File: config.mk
export PLATFORM = sky130hd
export DESIGN_NAME = io_sequencer_flat
export DESIGN_NICKNAME = d
export VERILOG_FILES = /design/src/rtl/io_sequencer_pkg.sv /design/src/rtl/io_sequencer_if.sv /design/src/rtl/io_sequencer_debouncer.sv /design/src/rtl/io_sequencer.sv /design/src/flat_wrapper.sv
export SDC_FILE = /design/constraint.sdc
export NUM_CORES = 1
export LEC_CHECK = 0
export CAP_MARGIN = 20
export CORE_MARGIN = 2
export CORE_UTILIZATION = 47
export DETAILED_ROUTE_END_ITERATION = 8
export GPL_TIMING_DRIVEN = 1
export PLACE_DENSITY = 0.76
export RECOVER_POWER = 100
export SYNTH_ARGS = -nofsm -noshare
export SYNTH_HDL_FRONTEND = slang
export SYNTH_SLANG_ARGS = --single-unit
File: constraint.sdc
create_clock -name CLK -period 2.7 [get_ports CLK]
set_input_delay 0.81 -clock CLK [delete_from_list [all_inputs] [get_ports CLK]]
set_output_delay 0.81 -clock CLK [all_outputs]
set_load 0.01 [all_outputs]
File: src/rtl/io_sequencer_pkg.sv
// io_seq_pkg: shared definitions for the board I/O sequencer.
//   state_t      - 4-bit state codes S0..S15, values match the I/O block decode
//   BTN_*        - bit positions of the used buttons
//   MODE_*       - Slide_Switch values selecting a path from Idle
package io_seq_pkg;

    typedef enum logic [3:0] {
        S0  = 4'd0,  S1  = 4'd1,  S2  = 4'd2,  S3  = 4'd3,
        S4  = 4'd4,  S5  = 4'd5,  S6  = 4'd6,  S7  = 4'd7,
        S8  = 4'd8,  S9  = 4'd9,  S10 = 4'd10, S11 = 4'd11,
        S12 = 4'd12, S13 = 4'd13, S14 = 4'd14, S15 = 4'd15
    } state_t;

    localparam int BTN_CONFIRM = 0;
    localparam int BTN_CANCEL  = 1;

    localparam logic [3:0] MODE_SAVE  = 4'd1;
    localparam logic [3:0] MODE_READ  = 4'd2;
    localparam logic [3:0] MODE_INSTR = 4'd3;

endpackage

File: src/rtl/io_sequencer_if.sv
// io_sequencer_if: register-file and execution-datapath connection.
//   master - the sequencer (drives address/data/strobes/instruction)
//   slave  - the register file + datapath side
interface io_sequencer_if;
    logic [3:0]  Mem_Addr;
    logic [7:0]  Mem_Wdata;
    logic        Mem_We;
    logic        Mem_Re;
    logic [7:0]  Mem_Rdata;
    logic [15:0] Instr;
    logic        Exec_Start;
    logic        Exec_Done;
    logic [15:0] Exec_Result;

    modport master (
        output Mem_Addr, Mem_Wdata, Mem_We, Mem_Re, Instr, Exec_Start,
        input  Mem_Rdata, Exec_Done, Exec_Result
    );

    modport slave (
        input  Mem_Addr, Mem_Wdata, Mem_We, Mem_Re, Instr, Exec_Start,
        output Mem_Rdata, Exec_Done, Exec_Result
    );
endinterface

File: src/rtl/io_sequencer_debouncer.sv
// button_debouncer: synchronises one raw button and accepts a new level only
// after DEBOUNCE_CYCLES consecutive samples differing from the current level.
//   clk, rst_n - clock, async active-low reset
//   raw        - raw button input (asynchronous)
//   level      - debounced level
//   press      - one-cycle pulse on each accepted rising edge
module button_debouncer #(
    parameter int DEBOUNCE_CYCLES = 200
) (
    input  logic clk,
    input  logic rst_n,
    input  logic raw,
    output logic level,
    output logic press
);
    localparam int CNT_W = $clog2(DEBOUNCE_CYCLES + 1);
    localparam logic [CNT_W-1:0] RELOAD = CNT_W'(DEBOUNCE_CYCLES - 1);

    logic [1:0]       sync;
    logic [CNT_W-1:0] cnt;

    // Down-counter restarts whenever the sample agrees with the accepted level,
    // so any glitch shorter than the window is discarded.
    always_ff @(posedge clk or negedge rst_n) begin
        if (!rst_n) begin
            sync  <= 2'b00;
            cnt   <= RELOAD;
            level <= 1'b0;
            press <= 1'b0;
        end else begin
            sync  <= {sync[0], raw};
            press <= 1'b0;
            if (sync[1] == level) begin
                cnt <= RELOAD;
            end else if (cnt == '0) begin
                level <= sync[1];
                press <= sync[1];
                cnt   <= RELOAD;
            end else begin
                cnt <= cnt - 1'b1;
            end
        end
    end
endmodule

File: src/rtl/io_sequencer.sv
// io_sequencer: board-interaction controller. Turns debounced buttons and the
// slide-switch nibble into register-file writes/reads and instruction issue,
// and supplies the State code and 16-bit display word to the I/O block.
//   CLK, RST_N    - 10 kHz clock, async active-low reset
//   Slide_Switch  - nibble entry / mode select
//   Button        - [0] confirm, [1] cancel, [3:2] unused
//   bus (master)  - register-file and datapath connection
//   State, Result - state code and display word
//   Exec_Err      - execution timeout flag
// Optional: define IO_SEQ_EXEC_TIMEOUT_EN to add the S14 wait timeout.
module io_sequencer
    import io_seq_pkg::*;
#(
    parameter int DEBOUNCE_CYCLES = 200,
    parameter int TIMEOUT_CYCLES  = 1000
) (
    input  logic                  CLK,
    input  logic                  RST_N,
    input  logic [3:0]            Slide_Switch,
    input  logic [3:0]            Button,
    io_sequencer_if.master        bus,
    output logic [3:0]            State,
    output logic [15:0]           Result,
    output logic                  Exec_Err
);
    // State table
    // S0  | one cycle after reset
    // S1  | idle, mode select
    // S2  | save: enter address
    // S3  | save: enter data
    // S4  | save: written, show data
    // S5  | read: enter address
    // S6  | read: show read data
    // S8  | instr: opcode nibble
    // S9  | instr: srcA nibble
    // S10 | instr: srcB nibble
    // S12 | instr: dest nibble
    // S14 | waiting for execution
    // S15 | show execution result

    logic [1:0] btn_press;
    logic [1:0] btn_level_unused;
    logic       unused_btn;
    assign unused_btn = ^Button[3:2];

    for (genvar i = 0; i < 2; i++) begin : g_btn
        button_debouncer #(.DEBOUNCE_CYCLES(DEBOUNCE_CYCLES)) u_db (
            .clk   (CLK),
            .rst_n (RST_N),
            .raw   (Button[i]),
            .level (btn_level_unused[i]),
            .press (btn_press[i])
        );
    end

    logic confirm, cancel;
    assign cancel  = btn_press[BTN_CANCEL];
    assign confirm = btn_press[BTN_CONFIRM] & ~cancel;

    state_t      state, state_nxt;
    logic        ld_addr, ld_wdata, we_nxt, re_nxt, start_nxt, ld_res;
    logic [3:0]  ld_nib;
    logic [3:0]  mem_addr;
    logic [7:0]  mem_wdata, read_reg;
    logic [15:0] instr, res_reg;
    logic        mem_we, mem_re, exec_start, rd_pend;

`ifdef IO_SEQ_EXEC_TIMEOUT_EN
    localparam int TO_W = $clog2(TIMEOUT_CYCLES + 1);
    logic [TO_W-1:0] to_cnt;
    logic            to_hit, exec_err;
`endif

    always_ff @(posedge CLK or negedge RST_N) begin
        if (!RST_N) state <= S0;
        else        state <= state_nxt;
    end

    always_comb begin
        state_nxt = state;
        ld_addr   = 1'b0;
        ld_wdata  = 1'b0;
        we_nxt    = 1'b0;
        re_nxt    = 1'b0;
        start_nxt = 1'b0;
        ld_res    = 1'b0;
        ld_nib    = 4'b0000;
`ifdef IO_SEQ_EXEC_TIMEOUT_EN
        to_hit    = 1'b0;
`endif
        case (state)
            S0: state_nxt = S1;
            S1: if (confirm) begin
                case (Slide_Switch)
                    MODE_SAVE:  state_nxt = S2;
                    MODE_READ:  state_nxt = S5;
                    MODE_INSTR: state_nxt = S8;
                    default:    state_nxt = S1;
                endcase
            end
            S2: if (cancel) state_nxt = S1;
                else if (confirm) begin ld_addr = 1'b1; state_nxt = S3; end
            S3: if (cancel) state_nxt = S1;
                else if (confirm) begin ld_wdata = 1'b1; we_nxt = 1'b1; state_nxt = S4; end
            S5: if (cancel) state_nxt = S1;
                else if (confirm) begin ld_addr = 1'b1; re_nxt = 1'b1; state_nxt = S6; end
            S4, S6, S15: if (confirm || cancel) state_nxt = S1;
            S8: if (cancel) state_nxt = S1;
                else if (confirm) begin ld_nib[3] = 1'b1; state_nxt = S9; end
            S9: if (cancel) state_nxt = S1;
                else if (confirm) begin ld_nib[2] = 1'b1; state_nxt = S10; end
            S10: if (cancel) state_nxt = S1;
                else if (confirm) begin ld_nib[1] = 1'b1; state_nxt = S12; end
            S12: if (cancel) state_nxt = S1;
                else if (confirm) begin ld_nib[0] = 1'b1; start_nxt = 1'b1; state_nxt = S14; end
            S14: begin
                if (bus.Exec_Done) begin
                    ld_res    = 1'b1;
                    state_nxt = S15;
                end
`ifdef IO_SEQ_EXEC_TIMEOUT_EN
                else if (cancel) state_nxt = S1;
                else if (to_cnt == '0) begin
                    to_hit    = 1'b1;
                    state_nxt = S15;
                end
`endif
            end
            default: state_nxt = S1;
        endcase
    end

    always_ff @(posedge CLK or negedge RST_N) begin
        if (!RST_N) begin
            mem_addr   <= 4'd0;
            mem_wdata  <= 8'd0;
            mem_we     <= 1'b0;
            mem_re     <= 1'b0;
            exec_start <= 1'b0;
            rd_pend    <= 1'b0;
            read_reg   <= 8'd0;
            instr      <= 16'd0;
            res_reg    <= 16'd0;
        end else begin
            mem_we     <= we_nxt;
            mem_re     <= re_nxt;
            exec_start <= start_nxt;
            // Read data arrives the cycle after the strobe is seen.
            rd_pend    <= mem_re;
            if (rd_pend)   read_reg         <= bus.Mem_Rdata;
            if (ld_addr)   mem_addr         <= Slide_Switch;
            if (ld_wdata)  mem_wdata        <= {4'd0, Slide_Switch};
            if (ld_nib[3]) instr[15:12]     <= Slide_Switch;
            if (ld_nib[2]) instr[11:8]      <= Slide_Switch;
            if (ld_nib[1]) instr[7:4]       <= Slide_Switch;
            if (ld_nib[0]) instr[3:0]       <= Slide_Switch;
            if (ld_res)    res_reg          <= bus.Exec_Result;
`ifdef IO_SEQ_EXEC_TIMEOUT_EN
            else if (to_hit) res_reg        <= 16'hEEEE;
`endif
        end
    end

`ifdef IO_SEQ_EXEC_TIMEOUT_EN
    always_ff @(posedge CLK or negedge RST_N) begin
        if (!RST_N) begin
            to_cnt   <= '0;
            exec_err <= 1'b0;
        end else begin
            if (start_nxt)                        to_cnt <= TO_W'(TIMEOUT_CYCLES - 1);
            else if (state == S14 && to_cnt != '0) to_cnt <= to_cnt - 1'b1;
            if (to_hit)                               exec_err <= 1'b1;
            else if (state == S15 && state_nxt != S15) exec_err <= 1'b0;
        end
    end
    assign Exec_Err = exec_err;
`else
    localparam int unused_timeout = TIMEOUT_CYCLES;
    assign Exec_Err = 1'b0;
`endif

    always_comb begin
        Result = {12'd0, Slide_Switch};
        case (state)
            S0:      Result = 16'd0;
            S4:      Result = {12'd0, mem_wdata[3:0]};
            S6:      Result = {8'd0, read_reg};
            S14:     Result = instr;
            S15:     Result = res_reg;
            default: Result = {12'd0, Slide_Switch};
        endcase
    end

    assign State          = state;
    assign bus.Mem_Addr   = mem_addr;
    assign bus.Mem_Wdata  = mem_wdata;
    assign bus.Mem_We     = mem_we;
    assign bus.Mem_Re     = mem_re;
    assign bus.Instr      = instr;
    assign bus.Exec_Start = exec_start;
endmodule

File: src/flat_wrapper.sv
// flat-port wrapper written by rule: the top's interface ports become plain ports
module io_sequencer_flat import io_seq_pkg::*;
#(
    parameter int DEBOUNCE_CYCLES = 200,
    parameter int TIMEOUT_CYCLES  = 1000
)
  (CLK, RST_N, Slide_Switch, Button, State, Result, Exec_Err, bus_Mem_Addr, bus_Mem_Wdata, bus_Mem_We, bus_Mem_Re, bus_Instr, bus_Exec_Start, bus_Mem_Rdata, bus_Exec_Done, bus_Exec_Result);
  io_sequencer_if bus_i ();
  input  logic CLK;
  input  logic RST_N;
  input  logic [3:0] Slide_Switch;
  input  logic [3:0] Button;
  output logic [3:0] State;
  output logic [15:0] Result;
  output logic Exec_Err;
  output wire logic [$bits(bus_i.Mem_Addr)-1:0] bus_Mem_Addr;
  output wire logic [$bits(bus_i.Mem_Wdata)-1:0] bus_Mem_Wdata;
  output wire logic [$bits(bus_i.Mem_We)-1:0] bus_Mem_We;
  output wire logic [$bits(bus_i.Mem_Re)-1:0] bus_Mem_Re;
  output wire logic [$bits(bus_i.Instr)-1:0] bus_Instr;
  output wire logic [$bits(bus_i.Exec_Start)-1:0] bus_Exec_Start;
  input wire logic [$bits(bus_i.Mem_Rdata)-1:0] bus_Mem_Rdata;
  input wire logic [$bits(bus_i.Exec_Done)-1:0] bus_Exec_Done;
  input wire logic [$bits(bus_i.Exec_Result)-1:0] bus_Exec_Result;
  assign bus_Mem_Addr = bus_i.Mem_Addr;
  assign bus_Mem_Wdata = bus_i.Mem_Wdata;
  assign bus_Mem_We = bus_i.Mem_We;
  assign bus_Mem_Re = bus_i.Mem_Re;
  assign bus_Instr = bus_i.Instr;
  assign bus_Exec_Start = bus_i.Exec_Start;
  assign bus_i.Mem_Rdata = bus_Mem_Rdata;
  assign bus_i.Exec_Done = bus_Exec_Done;
  assign bus_i.Exec_Result = bus_Exec_Result;
  io_sequencer #(.DEBOUNCE_CYCLES(DEBOUNCE_CYCLES), .TIMEOUT_CYCLES(TIMEOUT_CYCLES)) u_core (.CLK(CLK), .RST_N(RST_N), .Slide_Switch(Slide_Switch), .Button(Button), .bus(bus_i), .State(State), .Result(Result), .Exec_Err(Exec_Err));
endmodule
# == After elaboration in Yosys (flattened, before gate mapping) ==
# Index checks and enable logic that the tools add are counted.
# totals
regBits,80
# classes
muxes,39
eq_ne,27
reduce_logical,9
add_sub_neg,2
bitwise_logic,4
# op_table
cell,n
$pmux 16 s5,1
$mux 4,17
$pmux 4 s10,1
$mux 8,4
$eq 4x4->1 const B,6
$ne 3x2->1 const B,7
$eq 4x2->1 const B,4
$logic_not 8->1,2
$sub 8x1->8 const B,2
$mux 1,15
$eq 4x3->1 const B,3
$pmux 4 s3,1
$reduce_and 10->1,1
$eq 4x1->1 const B,2
$logic_not 4->1,1
$ne 2x1->1 const B,2
$reduce_and 2->1,2
$not 1->1,3
$reduce_or 3->1,1
$eq 1x1->1,2
$ne 2x2->1 const B,1
$reduce_or 2->1,1
$and 1x1->1,1
$logic_or 1x1->1,1

# == Longest topological paths before layout ==
# Gate-level depths: netlist (run 1).
# depth
depth_word,5
ltp_mapped,7
depth_no_buf,6

# == By module ==
# From an unflattened synthesis (run 1), not the netlist that was laid out.
# unflattened
hier_cells,330
hier_area_um2,3886.2
# modules_own_cells
mod,seq_area_each_um2,cells_per_inst,n_inst,area_each_um2
io_sequencer,1401.3,232,1,2757.6
button_debouncer,306.5,49,2,564.3

# == Worst setup path before layout (run 1) ==
# OpenSTA, ideal clock, no wires.
# synth_timing
kind,reg2out
startpoint,register u_core.state[3] (netlist: u_core.State[3])
endpoint,output Result[0]
arrival_ns,1.386
stages_incl_launch_ff,6
setup_slack_ns,0.504
required_time_ns,1.890
path_buffers,1
cell_sequence,dfrtp_1 > buf_2 > nand2b_1 > nor2_1 > a22oi_1 > nand3_1
# synth_between
elab_chain_len,2
elab_cells_between_ends,6
cone_classes,eq/ne: 4; mux: 1; reduce/logical: 1
# synth_rtl
element,line_no,rtl
start: declaration,io_sequencer.sv:60,"state_t state, state_nxt;"
start signal: assignment,io_sequencer.sv:76,else state <= state_nxt;
"$eq 4x4->1, or another cell as far along",io_sequencer.sv:184,case (state)
$pmux 16 s5 *,io_sequencer.sv:184,
end: declaration,flat_wrapper.sv:14,output logic [15:0] Result;
# Every way passes the cells marked *; elsewhere a longest branch is shown, timed or not.

# == Worst setup path after layout (run 1) ==
# layout_timing
startpoint,input Slide_Switch[0]
endpoint,output Result[0]
# layout_between
elab_chain_len,1
# layout_rtl
element,line_no,rtl
start: declaration,flat_wrapper.sv:11,input logic [3:0] Slide_Switch;
$pmux 16 s5,io_sequencer.sv:184,
# Every way passes these cells.

==> out/metrics.cfg, run 1 <==
[outcome]
status = finished clean

[worst_setup_path]
cp_num_buf_inv = 2
cp.required_ns = 1.89
critPathMaxStageDelay_ns = 0.44
ff2ff_setup_slack_ns = 0.79
path_max_fanout = 2
rr_worst_depth = 7
r2r_end = u_core.State[2]$_DFFE_PN0P_
path_cells = clkdlybuf4s50_1 > a22oi_1 > nand3_1 > dlygate4sd2_1
crit_family = buffers and inverters
r2r-start = u_core.State[2]$_DFFE_PN0P_
cp.arrival_ns = 1.81
critPathKind = in2out
cp_slowest_cell = clkdlybuf4s50_1
endpoint_kind = output port
start_kind = primary input

[power_and_ir_drop]
powerDensity_mw_per_mm2 = 465
power.leakage_nw = 2.51
ir_drop_mv = 0.373
fin_total_pwr_w = 0.00234

[placement]
routabilityCongestion = 0.872
numPortBuffers = 79
post-place-ws_ns = -0.115
dp_hpwl_mm = 6.11

[synthesis]
ys_ff_latch = 80
syn-cell-area_sq_mm = 0.00374
ys.flop_type = dfrtp_1
synth_common_cells = 70 x dfrtp_1, 41 x mux2_2, 38 x nand2_1, 24 x nor2_1
syn_avg_cell_area_sq_um = 11.4
synthXorXnorAreaFrac = 0.0327
synth-edff-count = 0
yosysSeqAreaShare = 0.538
synth_top_area_cell = dfrtp_1
synth_async_sr_flop_share = 1.00
yosysMostFrequentCell = dfrtp_1
synth_cell_type_count = 45
synth_mux_area_frac = 0.147
netlist.area_leader.share = 0.468
synth_compound_area_frac = 0.0829
netlist_instances = 329
synth_area_leaders = dfrtp_1 47%, mux2_2 12%, dfstp_2 7.0%, nand2_1 3.8%, a22oi_1 2.6%
synth-simple-area-share = 0.142
synth_fa_ha_area_frac = 0.0134
synth_warnings = 0
synth_top_family_by_area = multiplexers

[global_route]
top_usage_layer = met2
grt_pass1_vias = 2746
grt_pass1_wl_mm = 13.8
antenna_found_initial = 0
track_usage = 0.206
grt_use_met3 = 0.0338
grt_max_degree = 49
overflow = 0
grtUsageMet2 = 0.337
grt_use_met1 = 0.280

[finish]
multi_input_area_sq_mm = 0.00163
antennaDiodeCount = 0
drive_above_1_share = 0.249
syn_to_final_growth_pct = 34.3
fillCellCount = 605
regArea_sq_mm = 0.00202
finish.utilization = 0.651
fin_nets = 472

[clocking]
clk_pin_slew_worst_paths_ns = 0.08
cts_max_level = 3
cts.path.max_buffers = 2
clock_latency_ns = 0.34
cts.sinks = 80
cts_made_buffers = 9
cts_tree = yes
cts_hold_buf = 0
cts_root_buffer = clkbuf_8

[floorplanning]
rows = 32
dieArea_sq_mm = 0.00870
ios = 87
initial_utilization = 0.485
die_y_um = 93.3
die_w_um = 93.3
floorplan.core_area_sq_mm = 0.00773

[sta]
setup_violations = 0
fmax_mhz = 382
period_share = 0.969
hold_slack_ns = 0.353
slew_violations = 0
worst_pin_slew_ns = 1.33
period_needed_ns = 2.62
rsz0062_at_grt = true
clock_skew_ns = 0.0109
final.setup.worst_slack_ns = 0.0828
max_slew_margin = 0.116
hold_viol = 0

[route]
final_antenna_net_count = 0
drt_iter0_drc = 156
drtPass1Iterations = 4
vias_per_cell = 5.26
drcViolationCount = 0
num_vias = 2843
routedWlPerCell_um = 15.9
wirelength_mm = 8.57

[min_path]
hp-class = reg2reg
hold_start = u_core.g_btn[1].u_db.sync[0]$_DFF_PN0_
min_path_cells = 0
min_to = u_core.g_btn[1].u_db.sync[1]$_DFF_PN0_

[run]
maxCapViolCount = 0

-- kinds of logic after synthesis --
kind of cell / count (synthesis)
flip-flops: 80
buffers and inverters: 28
AND/OR/NAND/NOR: 110
other: 1
XOR/XNOR: 14
AO/OA/AOI/OAI: 44
adder cells (fa/ha/maj): 4
multiplexers: 48
-- worst max-delay path by stage --
stage | start | to | slack (ns) | depth (start not counted)
2_1_floorplan | u_core.State[3]$_DFFE_PN0P_ | Result[0] | 0.50 | 5
3_3_place_gp | Slide_Switch[2] | Result[2] | -0.09 | 4
3_5_place_dp | Slide_Switch[0] | Result[0] | -0.11 | 4
4_1_cts | u_core.State[3]$_DFFE_PN0P_ | Result[7] | -0.02 | 6
5_1_grt | u_core.State[3]$_DFFE_PN0P_ | Result[0] | -0.03 | 6
6_report | Slide_Switch[0] | Result[0] | 0.08 | 4
-- placed cells by master (no fill, tap or decap), types with 3 or more instances in the layout --
cell type | netlist | routed
dfrtp_1 | 70 | 67
clkdlybuf4s50_1 | 0 | 60
mux2_2 | 41 | 41
nand2_1 | 38 | 37
buf_4 | 8 | 24
nor2_1 | 24 | 23
nand3_1 | 13 | 13
inv_1 | 10 | 10
a22oi_1 | 13 | 10
clkbuf_8 | 0 | 9
dlymetal6s2s_1 | 0 | 9
a22o_1 | 8 | 8
xor2_1 | 8 | 8
o21ai_0 | 9 | 8
dfstp_2 | 10 | 8
nand2b_1 | 8 | 7
dlygate4sd2_1 | 0 | 7
nor3_1 | 6 | 6
xnor2_1 | 6 | 6
nor4_1 | 5 | 5
conb_1 | 1 | 5
clkbuf_1 | 3 | 5
a21oi_1 | 4 | 4
ha_1 | 4 | 4
a22oi_2 | 0 | 3
mux2_4 | 3 | 3
dfrtp_2 | 0 | 3
-- layout make-up --
type / instances / share of cell area
Clock buffer: 12 / 0.0269
Clock inverter: 4 / 0.0139
Inverter: 10 / 0.00746
Multi-Input combinational cell: 225 / 0.324
Sequential cell: 80 / 0.401
Tap cell: 102 / 0.0254
Timing Repair Buffer: 107 / 0.201
-- through the flow --
step / std cells / instance area, sq um / TNS (ns)
4_1_cts: 533 / 4950 / -0.0292
5_1_grt: 540 / 5030 / -0.0418
2_1_floorplan: 333 / 3760 / 0
6_report: 540 / 5030 / 0
3_3_place_gp: 512 / 4680 / -0.306
3_5_place_dp: 512 / 4680 / -0.371
-- per-layer routing --
metal | vias up | wire length (um)
li1 | 1346 | -
met1 | 1399 | 3770
met2 | 89 | 4280
met3 | 9 | 428
met4 | 0 | 98
met5 | - | 0
-- power breakdown --
group | internal [W] | leakage, nW | switching [W]
clock | 0.000519 | 0.104 | 0.000403
combinational | 0.0000934 | 1.42 | 0.0000781
sequential | 0.00123 | 0.989 | 0.0000198
total | 0.00184 | 2.51 | 0.000501
-- worst reg2reg max path, cell delays in order, from the launching register on --
cell and delay (ns):
dfrtp_2 0.46, buf_4 0.15, buf_4 0.18, nor2b_4 0.08, a211o_1 0.26, nand3_1 0.08
o211a_1 0.24, mux2_2 0.35
-- timing repair --
action,CTS,global route
setup endpoints to repair,16,15
gates cloned,0,0
setup buffers,5,7
gates resized for setup,17,15
pin swaps,1,2
(Power assumes the default switching activity.)
==> run 2, diff against run 1 <==
Settings changed: SKIP_CTS_REPAIR_TIMING set to 1.
==> out/metrics.cfg, run 2 (synthesis gave the netlist of run 1 again) <==
[outcome]
status = finished clean

[worst_setup_path]
cp.required_ns = 1.89
endpoint_kind = output port
critPathKind = reg2out
start_kind = flop
cp.arrival_ns = 1.74
crit_start = u_core.State[1]$_DFFE_PN0P_
path_max_fanout = 10
r2r-start = u_core.State[1]$_DFFE_PN0P_

[run]
maxCapViolCount = 0

[route]
drtPass1Iterations = 4
vias_per_cell = 5.25
drcViolationCount = 0
num_vias = 2781
final_antenna_net_count = 0
drt_iter0_drc = 130
wirelength_mm = 8.39
routedWlPerCell_um = 15.8

[floorplanning]
initial_utilization = 0.485
rows = 32
dieArea_sq_mm = 0.00870
die_y_um = 93.3
die_w_um = 93.3
ios = 87
floorplan.core_area_sq_mm = 0.00773

[sta]
fin_setup_tns_ns = 0
worst_pin_slew_ns = 1.31
slew_violations = 0
setup_violations = 0
period_needed_ns = 2.55
period_share = 0.945
fmax_mhz = 392
max_slew_margin = 0.124
rsz0062_at_grt = false
hold_viol = 0
clock_skew_ns = 0.00970

[finish]
drive_above_1_share = 0.194
fin_nets = 462
finalInstanceArea_sq_mm = 0.00490
final_common_cell = dfrtp_1
antennaDiodeCount = 0
finish.utilization = 0.634
syn_to_final_growth_pct = 30.9
layout_common_cells = 69 x dfrtp_1, 41 x mux2_2, 39 x dlygate4sd3_1, 38 x nand2_1, 25 x nor2_1

[clocking]
cts_made_buffers = 9
cts.sinks = 80
clock_latency_ns = 0.34
cts.path.max_buffers = 2
clk_pin_slew_worst_paths_ns = 0.08
cts_root_buffer = clkbuf_8
cts_max_level = 3
cts_tree = yes

[global_route]
track_usage = 0.202
antenna_found_initial = 0
grt_pass1_vias = 2691
grt_max_degree = 49
overflow = 0
grt_pass1_wl_mm = 13.5

[min_path]
hp-class = reg2reg
hold_start = u_core.g_btn[1].u_db.sync[0]$_DFF_PN0_

[placement]
routabilityCongestion = 0.872
dpl_cell_area_sq_mm = 0.00468
numPortBuffers = 79
dp_hpwl_mm = 6.11

[power_and_ir_drop]
fin_total_pwr_w = 0.00233
powerDensity_mw_per_mm2 = 476
power.leakage_nw = 2.48
ir_drop_mv = 0.372

==> run 2: cell types whose count changed in the layout (fill, tap and decap cells not counted), moves of 3 or more <==
cell,change
dlygate4sd3_1,+37
clkbuf_1,+3
dlymetal6s2s_1,+4
buf_4,-12
mux2_4,-3
mux2_1,+3
clkdlybuf4s50_1,-37
dlygate4sd2_1,-7
==> run 2: final cells by class <==
type	instances	area (sq um)
Fill cell	628	2830
Sequential cell	80	2020
Multi-Input combinational cell	225	1570
Timing Repair Buffer	97	945
Clock buffer	12	135
Tap cell	102	128
Clock inverter	4	70.1
Inverter	10	37.5
==> run 2: worst max-delay path, cell delays in order, from the launching register on <==
cell	delay, ns
dfrtp_2	0.44
clkbuf_1	0.21
buf_4	0.20
clkdlybuf4s50_1	0.54
==> run 2: per-layer routing <==
layer,track usage,part of all wire,up-vias
met5,0,0,-
met4,0.0699,0.012,0
met3,0.0338,0.049,9
met2,0.324,0.49,86
met1,0.279,0.45,1365
li1,-,-,1321
==> run 2: through the flow <==
stage	instances	hold slack [ns]	worst slack (ns)
after floorplan	333	0.331	0.504
after global placement	512	0.332	-0.0915
after detailed placement	512	0.335	-0.115
after CTS	528	0.353	-0.207
after global routing	530	0.362	0.0341
final	530	0.352	0.148
==> run 2: power breakdown <==
part	leakage [nW]	switching (W)	internal (W)
combinational	1.39	0.0000779	0.0000846
clock	0.104	0.000404	0.000519
sequential	0.993	0.0000188	0.00123
==> run 2: final timing paths <==
kind / end / slack (ns) / cells past startpoint
min: u_core.g_btn[1].u_db.sync[1]$_DFF_PN0_ / 0.35 / 0
max reg2reg: u_core.bus.Mem_Addr[0]$_DFFE_PN0P_ / 0.67 / 6
min in group asynchronous: u_core.bus.Instr[2]$_DFFE_PN0P_ / 0.74 / 1
max: State[1] / 0.15 / 3
min reg2reg: u_core.g_btn[1].u_db.sync[1]$_DFF_PN0_ / 0.35 / 0
max in group asynchronous: u_core.g_btn[0].u_db.cnt[5]$_DFF_PN0_ / 0.55 / 2
==> run 3, diff against run 2 <==
Settings changed: RECOVER_POWER 100 to 50.
==> out/metrics.cfg, run 3 (synthesis gave the netlist of run 1 again) <==
[outcome]
status = finished clean

[sta]
rsz0062_at_grt = false
period_share = 0.930
max_slew_margin = 0.115
worst_pin_slew_ns = 1.33
setup_violations = 0
hold_slack_ns = 0.353
period_needed_ns = 2.51
fmax_mhz = 398
hold_viol = 0
slew_violations = 0
clock_skew_ns = 0.0102

[floorplanning]
floorplan.core_area_sq_mm = 0.00773
ios = 87
die_y_um = 93.3
die_w_um = 93.3
dieArea_sq_mm = 0.00870
initial_utilization = 0.485
rows = 32

[route]
vias_per_cell = 5.31
num_vias = 2814
drtPass1Iterations = 4
drcViolationCount = 0
final_antenna_net_count = 0
drt_iter0_drc = 126
wirelength_mm = 8.40
routedWlPerCell_um = 15.8

[global_route]
grt_use_met3 = 0.0338
top_usage_layer = met2
grt_use_met1 = 0.279
grt_pass1_vias = 2691
grt_max_degree = 49
grtUsageMet2 = 0.324
antenna_found_initial = 0
grt_pass1_wl_mm = 13.5
track_usage = 0.202
overflow = 0

[finish]
final_common_cell = dfrtp_1
layout_common_cells = 67 x dfrtp_1, 52 x clkdlybuf4s50_1, 41 x mux2_2, 37 x nand2_1, 23 x nor2_1
syn_to_final_growth_pct = 32.3
fin_nets = 462
finalInstanceArea_sq_mm = 0.00495
drive_above_1_share = 0.220
antennaDiodeCount = 0

[clocking]
cts_root_buffer = clkbuf_8
clock_latency_ns = 0.34
cts.sinks = 80
cts_made_buffers = 9
cts_max_level = 3
cts_tree = yes
cts.path.max_buffers = 2
clk_pin_slew_worst_paths_ns = 0.08

[worst_setup_path]
path_cells = buf_4 > o21ai_1 > nand2_2 > buf_4 > nand2_1 > nand3_1 > dlymetal6s2s_1
r2r-start = u_core.State[2]$_DFFE_PN0P_
cp_slowest_cell = dfrtp_2
cp_common_cell = buf_4
critPathKind = reg2out
cp.required_ns = 1.89
crit_start = u_core.State[3]$_DFFE_PN0P_
endpoint_kind = output port
path_max_fanout = 12
cp.arrival_ns = 1.70
r2r_end = u_core.State[1]$_DFFE_PN0P_
rr_worst_depth = 6
critPathMaxStageDelay_ns = 0.45
ff2ff_setup_slack_ns = 0.77
start_kind = flop

[power_and_ir_drop]
pwr-share-seq = 0.532
comb_power_share = 0.073
clkPwrFrac = 0.395
switching_power_w = 0.000504
ir_drop_mv = 0.373
power.leakage_nw = 2.53
cellInternalPower_w = 0.00184
powerDensity_mw_per_mm2 = 473
power.share.switching = 0.215

[placement]
routabilityCongestion = 0.872
dpl_cell_area_sq_mm = 0.00468
dp_hpwl_mm = 6.11
numPortBuffers = 79

[min_path]
min_path_cells = 0
min_to = u_core.g_btn[1].u_db.sync[1]$_DFF_PN0_
hold_start = u_core.g_btn[1].u_db.sync[0]$_DFF_PN0_
hp-class = reg2reg

[run]
maxCapViolCount = 0

-- run 3: cell type report --
cell class / count / area [sq um]
Inverter: 10 / 37.5
Tap cell: 102 / 128
Clock buffer: 12 / 135
Sequential cell: 80 / 2020
Fill cell: 611 / 2770
Timing Repair Buffer: 97 / 965
Multi-Input combinational cell: 225 / 1600
Clock inverter: 4 / 70.1
-- run 3: critical path: cells and delay by family, from the launching register on --
family	cells	cell delay, ns
DFF	1	0.45
AOI/OAI and AO/OA	1	0.16
and+or+nand+nor	3	0.24
buffers and inverters	3	0.52
-- run 3: power by group through the flow --
| stage | clock [W] | sequential (W) | combinational, W |
|---|---|---|---|
| floorplan | 0 | 0.00127 | 0.0000510 |
| global route | 0.00100 | 0.00125 | 0.000188 |
| detailed placement | 0 | 0.00127 | 0.000180 |
| global placement | 0 | 0.00127 | 0.000176 |
| CTS | 0.000947 | 0.00125 | 0.000181 |
| finish | 0.000925 | 0.00125 | 0.000171 |
-- run 3: per-stage QoR --
stage               utilization  setup WS [ns]  setup TNS [ns]  total power, W  std cells
floorplan                     -          0.504               0         0.00132        333
global placement          0.606        -0.0915          -0.306         0.00144        512
detailed placement        0.606         -0.115          -0.371         0.00145        512
CTS                       0.633         -0.207           -2.74         0.00238        528
global route              0.641         0.0522               0         0.00244        530
finish                    0.641          0.190               0         0.00234        530
-- run 3: worst max-delay path by stage --
stage	to	depth (start not counted)
3_5_place_dp	Result[0]	4
2_1_floorplan	Result[0]	5
6_report	Result[3]	7
3_3_place_gp	Result[2]	4
5_1_grt	Result[3]	7
4_1_cts	Result[7]	6
-- run 3: per-layer routing --
layer	up-vias	part of all wire	wire length, um
met1	1397	0.44	3730
li1	1321	-	-
met3	9	0.050	417
met5	-	0	0
met4	0	0.012	98
met2	87	0.49	4150
